==> config.mk <==
export PLATFORM = sky130hd
export DESIGN_NAME = mu_dest_filter_flat
export DESIGN_NICKNAME = d
export VERILOG_FILES = /design/src/rtl/mu_dest_filter_if.sv /design/src/rtl/mu_dest_filter.sv /design/src/flat_wrapper.sv
export SDC_FILE = /design/constraint.sdc
export NUM_CORES = 1
export LEC_CHECK = 0
export BUFFER_PORTS_ARGS = -buffer_cell sky130_fd_sc_hd__buf_2
export CORE_AREA = 2 2 160 162
export CTS_BUF_LIST = sky130_fd_sc_hd__clkbuf_4 sky130_fd_sc_hd__clkbuf_8
export DETAILED_ROUTE_END_ITERATION = 8
export DIE_AREA = 0 0 162 164
export HOLD_SLACK_MARGIN = 0.06
export PLACE_DENSITY = 0.82
export REMOVE_ABC_BUFFERS = 1
export SKIP_LAST_GASP = 1
export SLEW_MARGIN = 10
export SYNTH_ARGS = -nofsm -noshare
export SYNTH_HDL_FRONTEND = slang
export SYNTH_SLANG_ARGS = --single-unit
==> constraint.sdc <==
create_clock -name clk -period 15.43 [get_ports clk]
set_input_delay 1.543 -clock clk [delete_from_list [all_inputs] [get_ports clk]]
set_output_delay 1.543 -clock clk [all_outputs]
set_load 0.01 [all_outputs]
==> src/rtl/mu_dest_filter_if.sv <==
// Bus bundle for mu_dest_filter: local MU broadcast (A), remote return path (B)
// and the write port into the cell's position cache.
interface mu_dest_filter_if #(
  parameter int GCID_W = 4,
  parameter int POS_W  = 27,
  parameter int ELEM_W = 2
);
  logic                 i_a_valid;
  logic [3*GCID_W-1:0]  i_a_gcid;
  logic [POS_W-1:0]     i_a_pos;
  logic [ELEM_W-1:0]    i_a_element;
  logic                 i_b_valid;
  logic [3*GCID_W-1:0]  i_b_gcid;
  logic [POS_W-1:0]     i_b_pos;
  logic [ELEM_W-1:0]    i_b_element;
  logic                 o_wr_en;
  logic [POS_W-1:0]     o_wr_pos;
  logic [ELEM_W-1:0]    o_wr_element;

  modport master (
    output i_a_valid, i_a_gcid, i_a_pos, i_a_element,
    output i_b_valid, i_b_gcid, i_b_pos, i_b_element,
    input  o_wr_en, o_wr_pos, o_wr_element
  );

  modport slave (
    input  i_a_valid, i_a_gcid, i_a_pos, i_a_element,
    input  i_b_valid, i_b_gcid, i_b_pos, i_b_element,
    output o_wr_en, o_wr_pos, o_wr_element
  );
endinterface

==> src/rtl/mu_dest_filter.sv <==
// Motion-update write-back filter: queues packets addressed to this cell and writes them
// one per cycle into the position cache. MU_FILTER_STATS_EN adds o_rx_count/o_drop_count.
module mu_dest_filter #(
  parameter int GLOBAL_CELL_ID_WIDTH = 4,
  parameter int OFFSET_STRUCT_WIDTH  = 27,
  parameter int ELEMENT_WIDTH        = 2,
  parameter int PARTICLE_ID_WIDTH    = 7,
  parameter int GCELL_X              = 0,
  parameter int GCELL_Y              = 0,
  parameter int GCELL_Z              = 0,
  parameter int FIFO_DEPTH           = 8,
  parameter int MAX_PARTICLES        = 99
) (
  input  logic                         clk,
  input  logic                         rst,
  input  logic                         i_start,
  input  logic                         i_bcast_done,
  mu_dest_filter_if.slave              bus,
  output logic                         o_working,
  output logic                         o_drained,
  output logic                         o_overflow,
  output logic                         o_cell_full,
  output logic                         o_stray,
`ifdef MU_FILTER_STATS_EN
  output logic [PARTICLE_ID_WIDTH-1:0] o_rx_count,
  output logic [PARTICLE_ID_WIDTH-1:0] o_drop_count,
`endif
  output logic [PARTICLE_ID_WIDTH-1:0] o_wr_count
);
  localparam int GW    = GLOBAL_CELL_ID_WIDTH;
  localparam int PW    = OFFSET_STRUCT_WIDTH;
  localparam int EW    = ELEMENT_WIDTH;
  localparam int IW    = PARTICLE_ID_WIDTH;
  localparam int ENT_W = PW + EW;
  localparam int PTR_W = $clog2(FIFO_DEPTH);
  localparam int CNT_W = PTR_W + 1;
  localparam logic [3*GW-1:0] OWN_GCID = {GW'(GCELL_Z), GW'(GCELL_Y), GW'(GCELL_X)};
  localparam logic [IW-1:0]   MAX_CNT  = IW'(MAX_PARTICLES);

  typedef enum logic [1:0] {S_IDLE, S_COLLECT, S_DRAIN, S_DONE} state_t;
  state_t state;

  logic [ENT_W-1:0] mem [FIFO_DEPTH];
  logic [PTR_W-1:0] rd_ptr, wr_ptr;
  logic [CNT_W-1:0] cnt;

  logic             active, a_match, b_match, push_a, push_b;
  logic             pop_fifo, byp, take, drop, at_cap;
  logic [CNT_W-1:0] free, n_push, n_store;
  logic [ENT_W-1:0] ent_a, ent_b, item0, out_ent;

  // Free slots are counted after this cycle's pop. An empty FIFO lets the first
  // accepted packet bypass straight to the write port for single-cycle latency.
  always_comb begin
    active   = (state == S_COLLECT) || (state == S_DRAIN);
    a_match  = active && bus.i_a_valid && (bus.i_a_gcid == OWN_GCID);
    b_match  = active && bus.i_b_valid && (bus.i_b_gcid == OWN_GCID);
    pop_fifo = active && (cnt != '0);
    free     = CNT_W'(FIFO_DEPTH) - cnt + CNT_W'(pop_fifo);
    push_a   = a_match && (free != '0);
    push_b   = b_match && (free > CNT_W'(push_a));
    drop     = (a_match && !push_a) || (b_match && !push_b);
    byp      = active && (cnt == '0) && (push_a || push_b);
    take     = pop_fifo || byp;
    ent_a    = {bus.i_a_pos, bus.i_a_element};
    ent_b    = {bus.i_b_pos, bus.i_b_element};
    item0    = push_a ? ent_a : ent_b;
    out_ent  = pop_fifo ? mem[rd_ptr] : item0;
    n_push   = CNT_W'(push_a) + CNT_W'(push_b);
    n_store  = n_push - CNT_W'(byp);
    at_cap   = (o_wr_count == MAX_CNT);
  end

  always_ff @(posedge clk) begin
    if (byp) begin
      if (push_a && push_b) mem[wr_ptr] <= ent_b;
    end else begin
      if (push_a || push_b) mem[wr_ptr] <= item0;
      if (push_a && push_b) mem[wr_ptr + PTR_W'(1)] <= ent_b;
    end
  end

  always_ff @(posedge clk) begin
    if (rst) begin
      state            <= S_IDLE;
      rd_ptr           <= '0;
      wr_ptr           <= '0;
      cnt              <= '0;
      o_working        <= 1'b0;
      o_drained        <= 1'b0;
      o_overflow       <= 1'b0;
      o_cell_full      <= 1'b0;
      o_stray          <= 1'b0;
      o_wr_count       <= '0;
      bus.o_wr_en      <= 1'b0;
      bus.o_wr_pos     <= '0;
      bus.o_wr_element <= '0;
    end else begin
      bus.o_wr_en <= 1'b0;
      o_drained   <= 1'b0;
      if (!active && (bus.i_a_valid || bus.i_b_valid)) o_stray <= 1'b1;
      if (pop_fifo) rd_ptr <= rd_ptr + PTR_W'(1);
      wr_ptr <= wr_ptr + PTR_W'(n_store);
      cnt    <= cnt + n_store - CNT_W'(pop_fifo);
      if (drop) o_overflow <= 1'b1;
      if (take) begin
        if (at_cap) begin
          o_cell_full <= 1'b1;
        end else begin
          bus.o_wr_en      <= 1'b1;
          bus.o_wr_pos     <= out_ent[ENT_W-1:EW];
          bus.o_wr_element <= out_ent[EW-1:0];
          o_wr_count       <= o_wr_count + IW'(1);
        end
      end
      case (state)
        S_IDLE: if (i_start) begin
          state       <= S_COLLECT;
          o_working   <= 1'b1;
          o_wr_count  <= '0;
          o_overflow  <= 1'b0;
          o_cell_full <= 1'b0;
          o_stray     <= 1'b0;
        end
        S_COLLECT: if (i_bcast_done) state <= S_DRAIN;
        S_DRAIN: if ((cnt == '0) && !take) begin
          state     <= S_DONE;
          o_working <= 1'b0;
          o_drained <= 1'b1;
        end
        default: state <= S_IDLE;
      endcase
    end
  end

`ifdef MU_FILTER_STATS_EN
  function automatic logic [IW-1:0] sat_add(input logic [IW-1:0] a, input logic [1:0] b);
    logic [IW:0] s;
    s = {1'b0, a} + (IW + 1)'(b);
    return s[IW] ? '1 : s[IW-1:0];
  endfunction

  logic [1:0] n_rx, n_drop;
  assign n_rx   = 2'(a_match) + 2'(b_match);
  assign n_drop = 2'(a_match && !push_a) + 2'(b_match && !push_b) + 2'(take && at_cap);

  always_ff @(posedge clk) begin
    if (rst) begin
      o_rx_count   <= '0;
      o_drop_count <= '0;
    end else if (state == S_IDLE && i_start) begin
      o_rx_count   <= '0;
      o_drop_count <= '0;
    end else begin
      o_rx_count   <= sat_add(o_rx_count, n_rx);
      o_drop_count <= sat_add(o_drop_count, n_drop);
    end
  end
`endif
endmodule

==> src/flat_wrapper.sv <==
// flat-port wrapper written by rule: the top's interface ports become plain ports
module mu_dest_filter_flat 
#(
  parameter int GLOBAL_CELL_ID_WIDTH = 4,
  parameter int OFFSET_STRUCT_WIDTH  = 27,
  parameter int ELEMENT_WIDTH        = 2,
  parameter int PARTICLE_ID_WIDTH    = 7,
  parameter int GCELL_X              = 0,
  parameter int GCELL_Y              = 0,
  parameter int GCELL_Z              = 0,
  parameter int FIFO_DEPTH           = 8,
  parameter int MAX_PARTICLES        = 99
)
  (clk, rst, i_start, i_bcast_done, o_working, o_drained, o_overflow, o_cell_full, o_stray, o_wr_count, bus_i_a_valid, bus_i_a_gcid, bus_i_a_pos, bus_i_a_element, bus_i_b_valid, bus_i_b_gcid, bus_i_b_pos, bus_i_b_element, bus_o_wr_en, bus_o_wr_pos, bus_o_wr_element);
  mu_dest_filter_if #(.GCID_W((4)), .POS_W((27)), .ELEM_W((2))) bus_i ();
  input  logic clk;
  input  logic rst;
  input  logic i_start;
  input  logic i_bcast_done;
  output logic o_working;
  output logic o_drained;
  output logic o_overflow;
  output logic o_cell_full;
  output logic o_stray;
  output logic [PARTICLE_ID_WIDTH-1:0] o_wr_count;
  input wire logic [$bits(bus_i.i_a_valid)-1:0] bus_i_a_valid;
  input wire logic [$bits(bus_i.i_a_gcid)-1:0] bus_i_a_gcid;
  input wire logic [$bits(bus_i.i_a_pos)-1:0] bus_i_a_pos;
  input wire logic [$bits(bus_i.i_a_element)-1:0] bus_i_a_element;
  input wire logic [$bits(bus_i.i_b_valid)-1:0] bus_i_b_valid;
  input wire logic [$bits(bus_i.i_b_gcid)-1:0] bus_i_b_gcid;
  input wire logic [$bits(bus_i.i_b_pos)-1:0] bus_i_b_pos;
  input wire logic [$bits(bus_i.i_b_element)-1:0] bus_i_b_element;
  output wire logic [$bits(bus_i.o_wr_en)-1:0] bus_o_wr_en;
  output wire logic [$bits(bus_i.o_wr_pos)-1:0] bus_o_wr_pos;
  output wire logic [$bits(bus_i.o_wr_element)-1:0] bus_o_wr_element;
  assign bus_i.i_a_valid = bus_i_a_valid;
  assign bus_i.i_a_gcid = bus_i_a_gcid;
  assign bus_i.i_a_pos = bus_i_a_pos;
  assign bus_i.i_a_element = bus_i_a_element;
  assign bus_i.i_b_valid = bus_i_b_valid;
  assign bus_i.i_b_gcid = bus_i_b_gcid;
  assign bus_i.i_b_pos = bus_i_b_pos;
  assign bus_i.i_b_element = bus_i_b_element;
  assign bus_o_wr_en = bus_i.o_wr_en;
  assign bus_o_wr_pos = bus_i.o_wr_pos;
  assign bus_o_wr_element = bus_i.o_wr_element;
  mu_dest_filter #(.GLOBAL_CELL_ID_WIDTH(GLOBAL_CELL_ID_WIDTH), .OFFSET_STRUCT_WIDTH(OFFSET_STRUCT_WIDTH), .ELEMENT_WIDTH(ELEMENT_WIDTH), .PARTICLE_ID_WIDTH(PARTICLE_ID_WIDTH), .GCELL_X(GCELL_X), .GCELL_Y(GCELL_Y), .GCELL_Z(GCELL_Z), .FIFO_DEPTH(FIFO_DEPTH), .MAX_PARTICLES(MAX_PARTICLES)) u_core (.clk(clk), .rst(rst), .i_start(i_start), .i_bcast_done(i_bcast_done), .bus(bus_i), .o_working(o_working), .o_drained(o_drained), .o_overflow(o_overflow), .o_cell_full(o_cell_full), .o_stray(o_stray), .o_wr_count(o_wr_count));
endmodule
==> results.toml <==
[yosys]
synth-edff-count = 232
synth_compound_gate_area_share_pct = 4.049
unique_cell_type_count_in_the_yosys_netlist = 51
synth_top_family_by_area = "multiplexers"
synth_seq_area_share_pct = 52.58
syn_inst = 1082
share_of_synthesized_area_spent_on_multiplexers_pct = 28.82
synthSimpleGateAreaFrac_pct = 8.544
syn_area_per_cell_um2 = 14.25
post_synth_instance_area_mm2 = 0.01542
synth_xor_area_share_pct = 0.6247
yosysWarningCount = 0
asr_flop_ratio_synth_pct = 0
ys_ff_latch = 289
yosys.area_share.adder_pct = 1.963
dominantRegCellSynth = "edfxtp_1"

[floorplanning]
fp.dieH_um = 164
die_area_mm2 = 0.02657
die_width_um = 162
floorplan.core_area_mm2 = 0.02482
initial_utilization_pct = 62.13
top_level_ports = 130
std_cell_rows = 58

[drt]
met3_wirelength_um = 3007
drt-initial-drc-count = 979
m1WireLength_um = 14970
dr_wl_met2_um = 18220
vias_per_cell = 6.482
route.antenna.remaining_nets = 0
detail_route.wirelength_um = 36990
drcViolationCount = 0
routed-via-count = 10171
top_layer = "met5"
routed_wire_length_per_instance_um = 23.57
detailedRoute.firstPassIterationCount = 5

[timing]
hold-worst-slack_ps = 472.8
drv_slew = 0
grt_setup_unrepaired = "no"
finalSetupViolations = 0
tns_ps = 0
relSlewSlack_pct = 19.73
timing.final.hold_violations = 0
worstMarginPinSlew_ps = 1203
post-route-min-period_ps = 6858
max_freq_mhz = 145.8
finalCritPeriodShare_pct = 44.45
clock-skew-final_ps = 10.91
timing.final.ws_setup_ps = 8572

[final_layout]
mostFrequentLayoutCell = "edfxtp_1"
area_growth_pct = 12.38
design.final.nets = 1312
seqCellArea_mm2 = 0.008114
layout.cells.most_common_list = "edfxtp_1 (232), mux2_2 (170), buf_2 (129)"
finish.instance_area_mm2 = 0.01733
num-fill-cells = 1692
share_of_cells_above_drive_strength_1_pct = 43.91
multi_input_comb_area_mm2 = 0.006910
num_antenna_cells = 0

[power_and_ir_drop]
power_frac_seq_pct = 41.9
switchingPower_uw = 662.2
cellLeakagePower_uw = 0.006304
powerDensity_mw_per_mm2 = 125.7
max-vdd-ir-drop_uv = 110.8
p_int_uw = 1516
comb_power_share_pct = 25.3
swShare_pct = 30.40
power.clock.fraction_pct = 32.8

[placed_design]
place_congestion = 0.8009
port_buffers = 129
hpwl_um = 21100
dp_slack_ps = 8818
detailed_place.area_mm2 = 0.01631

[global_routing]
gr-usage-all-layers_pct = 28.18
number_of_global_route_vias_before_repair = 10511
antenna_violations_before_repair = 3
grt-ovfl-total = 0
wire_length_of_the_first_global_routing_pass_um = 57540
grt_start_max_net_pins = 91

[clock_tree]
ctsRootBufferMaster = "clkbuf_8"
clock-sinks = 289
post_cts.repair.setup_buffers = 0
htreeDepth = 2
clock_tree.buffer_depth = 3
cts-buffers-inserted = 48
cts_hold_buf = 0
clk_pin_slew_worst_paths_ps = 60
tritoncts_clock_tree = "built"
cts-resized-gates = 0
clk-insertion-delay-late_ps = 560

[min_path]
hold_class = "flip-flop to flip-flop"

[setup_path]
worst-path-max-fanout = 90
cp-start-kind = "flip-flop"
end_kind = "flip-flop"
required_time_at_the_worst_slack_endpoint_ps = 15730
timing.setup.critical_path_class = "flip-flop to flip-flop"
worstPathArrival_ps = 7160

[run_status]
outcome = "finished clean"

[job]
max-cap-violations = 0
-- kinds of logic after synthesis --
logic type	after synthesis
compound gates	99
mux	320
xor+xnor	11
simple gates	237
buf+inv	103
flops	289
fa+ha+maj	23
-- power by group through the flow --
stage	clock [uW]	combinational (uW)	sequential, uW
2_1_floorplan	0	341	952
3_3_place_gp	0	519	926
3_5_place_dp	0	541	928
4_1_cts	721	547	913
5_1_grt	755	610	916
6_report	716	551	912
-- Yosys cell counts (2+ instances only) --
cell type	instances	share of area [%]
mux2_4	60	5.8
nor2b_1	4	0.16
o21ai_0	40	1.3
mux2_1	2	0.15
buf_6	14	1.0
nor4_1	7	0.28
o31ai_1	31	1.5
nand4_1	59	2.4
nand3_2	6	0.39
a21oi_1	13	0.42
xnor2_1	8	0.45
inv_1	25	0.61
nand2_1	17	0.41
a211oi_2	2	0.16
and3_1	2	0.081
buf_1	5	0.12
clkbuf_1	36	0.88
nor2_1	54	1.3
nand3b_1	2	0.097
xor2_1	3	0.17
o211ai_1	2	0.097
a21o_1	3	0.15
or3_1	3	0.12
buf_4	3	0.15
edfxtp_1	232	45
dfxtp_1	57	7.4
nand3_1	35	1.1
ha_1	21	1.7
mux2_2	170	12
nand2b_1	37	1.5
nand4b_1	3	0.17
fa_1	2	0.26
buf_2	20	0.65
mux4_2	58	8.5
mux2i_1	30	1.9
-- area by class of cell --
cell class / count / area share [%]
clock buffer: 75 / 5.090
clock inverter: 13 / 0.7869
inverter: 25 / 0.5415
multi-input combinational: 690 / 39.87
sequential: 289 / 46.82
tap: 330 / 2.382
timing repair buffer: 147 / 4.505
-- final timing paths --
check                           cells after the start  slack [ps]                      start                    endpoint
worst max-delay path                               20        8570   u_core.cnt[2]$_SDFF_PP0_  u_core.mem[3][9]$_DFFE_PP_
worst min register to register                      2         470  u_core.o_stray$_SDFF_PP0_   u_core.o_stray$_SDFF_PP0_
worst max register to register                     20        8570   u_core.cnt[2]$_SDFF_PP0_  u_core.mem[3][9]$_DFFE_PP_
worst min-delay path                                2         470  u_core.o_stray$_SDFF_PP0_   u_core.o_stray$_SDFF_PP0_
-- sequential cells by signal (all words and copies together), names as in the netlist, named ones only --
register and flops:
u_core.o_working 1, u_core.cnt 4, u_core.o_cell_full 1, u_core.o_overflow 1, u_core.state 2, u_core.wr_ptr 3, u_core.bus.o_wr_element 2, u_core.bus.o_wr_pos 27
u_core.mem 232, u_core.rd_ptr 3, u_core.o_wr_count 7, u_core.o_stray 1, u_core.bus.o_wr_en 1, u_core.o_drained 1
-- through the flow --
stage / cells / power, uW / util [%]
6_report: 1569 / 2179 / 69.83
5_1_grt: 1569 / 2281 / 69.83
4_1_cts: 1569 / 2180 / 69.83
3_5_place_dp: 1481 / 1470 / 65.72
3_3_place_gp: 1481 / 1446 / 65.72
2_1_floorplan: 1004 / 1292 / -
-- worst max-delay path, cell delays in order (launching register included) --
cell and delay [ps]:
dfxtp_1 330, inv_1 80, ha_1 170, nor3b_2 290
nand2b_4 180, buf_4 720, ha_1 330, inv_1 50
ha_1 280, nand2b_1 160, nor4_1 460, a211oi_4 80
ha_1 310, nor2_1 120, inv_1 50, a31o_2 250
ha_1 320, o211ai_1 390, nand2b_1 250, nand3_2 930
mux2_2 650
-- layer usage --
layer / global-route usage (%) / up-vias
li1: - / 4475
met1: 37.23 / 5090
met2: 47.23 / 520
met3: 5.884 / 80
met4: 8.850 / 6
met5: 0 / -
Note: power is estimated with default switching activity, not from simulation.
